[src/rtl/pc_sequencer.sv]
// pc_sequencer: instruction-fetch program counter sequencer.
// Walks BOOT -> FETCH <-> STALL, and HALTED on a halt instruction.
// Taken redirects follow the priority halt > jump > branch > pc+4.
// The instruction counter counts every accepted instruction.
// Optional macro PC_SEQ_MISALIGN_TRAP_EN: a misaligned redirect target
// loads TRAP_VECTOR and sets the sticky misalign flag. When the macro is
// undefined, the target is word-aligned by clearing bits [1:0] and
// misalign is always 0.
module pc_sequencer #(
  parameter logic [31:0] RESET_VECTOR = 32'h0000_0000,
  parameter logic [31:0] TRAP_VECTOR  = 32'h0000_0100
) (
  input  logic        clk,
  input  logic        a_rst,
  input  logic        imem_ready,
  input  logic        stall,
  input  logic        branch_taken,
  input  logic [31:0] branch_target,
  input  logic        jump,
  input  logic [31:0] jump_target,
  input  logic        halt,
  output logic        imem_req,
  output logic [31:0] imem_addr,
  output logic        instr_valid,
  output logic [31:0] pc,
  output logic [31:0] retire_cnt,
  output logic        misalign,
  output logic [1:0]  state
);

  typedef enum logic [1:0] {
    BOOT   = 2'd0,
    FETCH  = 2'd1,
    STALL  = 2'd2,
    HALTED = 2'd3
  } state_t;

  state_t      state_r;
  logic [31:0] pc_r;
  logic [31:0] retire_cnt_r;
  logic        imem_req_r;
  logic [31:0] target_s;
  logic [31:0] next_pc_s;
  logic        accept_s;

  assign accept_s    = (state_r == FETCH) && imem_ready && !stall;
  assign imem_req    = imem_req_r;
  assign imem_addr   = pc_r;
  assign pc          = pc_r;
  assign retire_cnt  = retire_cnt_r;
  assign state       = state_r;
  assign instr_valid = imem_req_r & imem_ready;

  // Next PC on an accepted instruction: halt holds, then jump, branch, sequential.
  always_comb begin
    target_s  = jump ? jump_target : branch_target;
    next_pc_s = pc_r;
    if (halt) begin
      next_pc_s = pc_r;
    end else if (jump || branch_taken) begin
`ifdef PC_SEQ_MISALIGN_TRAP_EN
      if (target_s[1:0] != 2'b00) begin
        next_pc_s = TRAP_VECTOR;
      end else begin
        next_pc_s = target_s;
      end
`else
      next_pc_s = target_s & ~32'd3;
`endif
    end else begin
      next_pc_s = pc_r + 32'd4;
    end
  end

  // Sequencer FSM with PC, retire counter and fetch request held in registers.
  always_ff @(posedge clk or posedge a_rst) begin
    if (a_rst) begin
      state_r      <= BOOT;
      pc_r         <= RESET_VECTOR;
      retire_cnt_r <= 32'd0;
      imem_req_r   <= 1'b0;
    end else begin
      case (state_r)
        BOOT: begin
          state_r    <= FETCH;
          imem_req_r <= 1'b1;
        end
        FETCH: begin
          if (imem_ready) begin
            if (stall) begin
              // Redirects and halt are ignored while downstream is busy.
              state_r    <= STALL;
              imem_req_r <= 1'b0;
            end else begin
              retire_cnt_r <= retire_cnt_r + 32'd1;
              pc_r         <= next_pc_s;
              if (halt) begin
                state_r    <= HALTED;
                imem_req_r <= 1'b0;
              end else begin
                state_r    <= FETCH;
                imem_req_r <= 1'b1;
              end
            end
          end else begin
            state_r    <= FETCH;
            imem_req_r <= 1'b1;
          end
        end
        STALL: begin
          if (!stall) begin
            // Same address is refetched once downstream frees up.
            state_r    <= FETCH;
            imem_req_r <= 1'b1;
          end else begin
            state_r    <= STALL;
            imem_req_r <= 1'b0;
          end
        end
        HALTED: begin
          state_r    <= HALTED;
          imem_req_r <= 1'b0;
        end
        default: begin
          state_r    <= BOOT;
          imem_req_r <= 1'b0;
        end
      endcase
    end
  end

`ifdef PC_SEQ_MISALIGN_TRAP_EN
  logic misalign_r;
  logic trap_s;

  // A redirect (not overridden by halt) to a non-word address traps.
  always_comb begin
    trap_s = 1'b0;
    if (!halt && (jump || branch_taken) && (target_s[1:0] != 2'b00)) begin
      trap_s = 1'b1;
    end else begin
      trap_s = 1'b0;
    end
  end

  // Sticky misalign flag, cleared only by reset.
  always_ff @(posedge clk or posedge a_rst) begin
    if (a_rst) begin
      misalign_r <= 1'b0;
    end else if (accept_s && trap_s) begin
      misalign_r <= 1'b1;
    end else begin
      misalign_r <= misalign_r;
    end
  end

  assign misalign = misalign_r;
`else
  assign misalign = 1'b0;
`endif

endmodule

[config.mk]
export PLATFORM = sky130hd
export DESIGN_NAME = pc_sequencer
export DESIGN_NICKNAME = d
export VERILOG_FILES = /design/src/rtl/pc_sequencer.sv
export SDC_FILE = /design/constraint.sdc
export NUM_CORES = 1
export LEC_CHECK = 0
export CAP_MARGIN = 20
export CORE_AREA = 2 2 105 107
export CTS_CLUSTER_DIAMETER = 150
export DETAILED_ROUTE_END_ITERATION = 8
export DIE_AREA = 0 0 107 109
export HOLD_SLACK_MARGIN = 0.08
export PLACE_DENSITY_LB_ADDON = 0.12
export SYNTH_ARGS = -nofsm -noshare
export SYNTH_HDL_FRONTEND = slang
export SYNTH_SLANG_ARGS = --single-unit
export TNS_END_PERCENT = 30
[constraint.sdc]
create_clock -name clk -period 2.29 [get_ports clk]
set_clock_uncertainty 0.15 [all_clocks]
set_input_delay 0.229 -clock clk [delete_from_list [all_inputs] [get_ports clk]]
set_output_delay 0.229 -clock clk [all_outputs]
set_load 0.02 [all_outputs]
==> flow_summary.json <==
{
  "result_of_the_run": "finished, final reports clean",
  "layout-drive-gt1-share_pct": 14.3,
  "p_leak_uw": 0.00254,
  "hold_viol": 0,
  "cts_max_path_buffers": 2,
  "timing.final.crit_period_ps": 2160,
  "io_pins": 172,
  "fin_cells": 762,
  "drt_pre_antenna_iters": 4,
  "cts-buffers-inserted": 9,
  "die_area_um2": 11700,
  "route.detailed.drc": 0,
  "tritoncts": "done",
  "regToRegEndpoint": "imem_addr[28]",
  "setup_total_negative_slack_ps": 0,
  "critPathMaxFanout": 6,
  "die_h_um": 109,
  "chipWidth_um": 107,
  "ys_seq_area_share_pct": 40.6,
  "critPathArrivalTime_ps": 2290,
  "yosysWarningCount": 0,
  "initial_drc_count": 113,
  "vias_per_cell": 5.28,
  "clock_sinks": 65,
  "powerDensity_nw_per_um2": 864,
  "syn_avg_cell_area_um2": 9.00,
  "critPathKind": "register to register",
  "cts-hold-fix-buffers": 0,
  "place.port_buffers": 162,
  "min-delay-path-class": "input port to async pin",
  "startpoint_type_of_the_worst_setup_path": "register",
  "vias_in_the_first_global_route": 4000,
  "cp.required_ps": 2420,
  "clockRootBuffer": "clkbuf_8",
  "postSynth.asyncResetShare_pct": 100,
  "critical_path.reg2reg.startpoint": "imem_addr[2]",
  "initial_utilization_pct": 37.8,
  "synth_ff_type": "dfrtp_1",
  "finalWeightedCongestion": 0.882,
  "clk_transition_reported_paths_ps": 80,
  "critPathCaptureType": "register",
  "vias": 4021,
  "avgRoutedWirePerCell_um": 16.2,
  "syn-instance-count": 445,
  "final_common_cell": "clkdlybuf4s50_1",
  "ys_seq_elements": 65,
  "setup_violations": 0,
  "r2r_setup_slack_ps": 130,
  "syn_to_final_growth_pct": 52.6,
  "wl_mm": 12.4,
  "syn-cell-area_um2": 4010,
  "maximum_clock_rate_mhz": 463,
  "timing_worst_slew_pin_value_ps": 652,
  "antenna_left": 0,
  "most-common-layout-cells": "clkdlybuf4s50_1 (161), dfrtp_1 (64), buf_4 (49), o21ai_0 (47), nand2_1 (36)",
  "diodes": 0,
  "grt_max_degree": 36,
  "grt_setup_unrepaired": "yes",
  "finalCritPeriodShare_pct": 94.4,
  "first_pass_grt_wire_length_mm": 19.8,
  "vdd_ir_drop_max_v": 0.000614,
  "post_synth_num_cell_types": 53,
  "core-area_um2": 10600,
  "depth_of_the_worst_register_to_register_path": 6,
  "initial_antenna_violation_count": 0,
  "synth-edff-count": 0,
  "placedCellCount": 745,
  "globalRoute.totalOverflow": 0,
  "grt_util_all_layers_pct": 21.5,
  "final-max-slew-violation-count": 0,
  "final_nets": 690,
  "drv_cap": 0,
  "placementRows": 38,
  "htreeDepth": 3,
  "detailedPlacementHpwl_mm": 9.36,
  "worst_slew_margin_rel_pct": 56.5,
  "insertion_delay_ps": 340
}
==> per-layer routing <==
metal | wire length (um) | track usage [%]
met5 | 0 | 0
met4 | 114 | 6.77
met3 | 780 | 4.18
met2 | 6060 | 36.7
met1 | 5430 | 27.6
==> metrics by stage <==
stage / total power, uW / utilization, % / area, um^2 / setup WS, ps / hold slack, ps
6_report: 5280 / 57.6 / 6110 / 129 / 148
5_1_grt: 5590 / 57.6 / 6110 / -4.76 / 205
4_1_cts: 5310 / 57.3 / 6070 / 85.8 / 163
3_5_place_dp: 4390 / 55.6 / 5890 / -260 / 327
3_3_place_gp: 4350 / 55.6 / 5890 / -198 / 314
2_1_floorplan: 3150 / - / 4020 / -18.6 / 147
==> flip-flops by register name (all words and copies together) (netlist names) <==
name / count
imem_addr: 30
imem_req: 1
retire_cnt: 32
state: 2
==> kinds of logic (layout without fill, tap and decap cells) <==
| kind of cell | Yosys count | in the layout | synth area share [%] |
|---|---|---|---|
| multiplexers | 3 | 3 | 0.750 |
| XOR/XNOR | 31 | 31 | 6.78 |
| AND/OR/NAND/NOR | 148 | 148 | 21.1 |
| AO/OA/AOI/OAI | 125 | 125 | 20.2 |
| buffers and inverters | 70 | 243 | 9.93 |
| adder cells (fa/ha/maj) | 2 | 2 | 0.625 |
| flip-flops | 65 | 65 | 40.6 |
| other | 1 | 5 | 0.0936 |
==> synthesized netlist by cell type, drive strengths merged (4+ instances only) <==
cell type  instances  area share, %
clkbuf            17            1.6
and4               6            1.3
nand4             18            3.0
buf               40            7.1
a31oi              8            1.2
xnor2             24            5.2
nand3             18            2.2
a22o               8            1.7
nor4              12            3.0
a221oi             6            1.3
a41oi              5            1.1
nor2              27            2.5
o31a               5            1.1
a21oi             15            1.9
and3               7            1.1
dfrtp             65             41
xor2               7            1.5
inv               13            1.2
nor3               4           0.50
nand2             37            3.7
a22oi             10            1.9
o21ai             51            6.4
==> timing repair <==
item	CTS	global route
gates resized for setup	0	5
endpoints found under the setup margin	0	6
buffers inserted	0	1
==> final cells by class <==
cell class	instances	area [um^2]
fillers	971	4490
flip-flops and latches	65	1630
well taps	140	175
multi-input cells	314	2030
clock inverters	7	53.8
clock buffers	9	124
inverters	13	48.8
repair buffers	214	2050
==> worst max-delay path by stage <==
| stage | to | cells after the start | slack (ps) | from |
|---|---|---|---|---|
| after detailed placement | retire_cnt[26] | 7 | -260 | imem_ready |
| final | imem_addr[28] | 6 | 130 | imem_addr[2] |
| after floorplan | retire_cnt[26] | 6 | -20 | state[1] |
| after global placement | retire_cnt[26] | 7 | -200 | imem_ready |
| after global routing | imem_addr[28] | 6 | -5 | imem_addr[2] |
| after CTS | retire_cnt[26] | 6 | 90 | state[1] |
==> critical path: stages, from the launching register on <==
cell	delay [ps]
dfrtp_1	460
ha_1	240
nand3_1	190
nor2_1	340
nand4_1	210
o41ai_1	360
a21bo_1	160
==> where the power goes <==
group / leakage [uW] / switching, uW / internal [uW]
combinational: 0.00161 / 1360 / 1310
sequential: 0.000843 / 307 / 1400
clock: 0.0000822 / 508 / 400
total: 0.00254 / 2170 / 3110
Note: power is estimated with default switching activity, not from simulation.
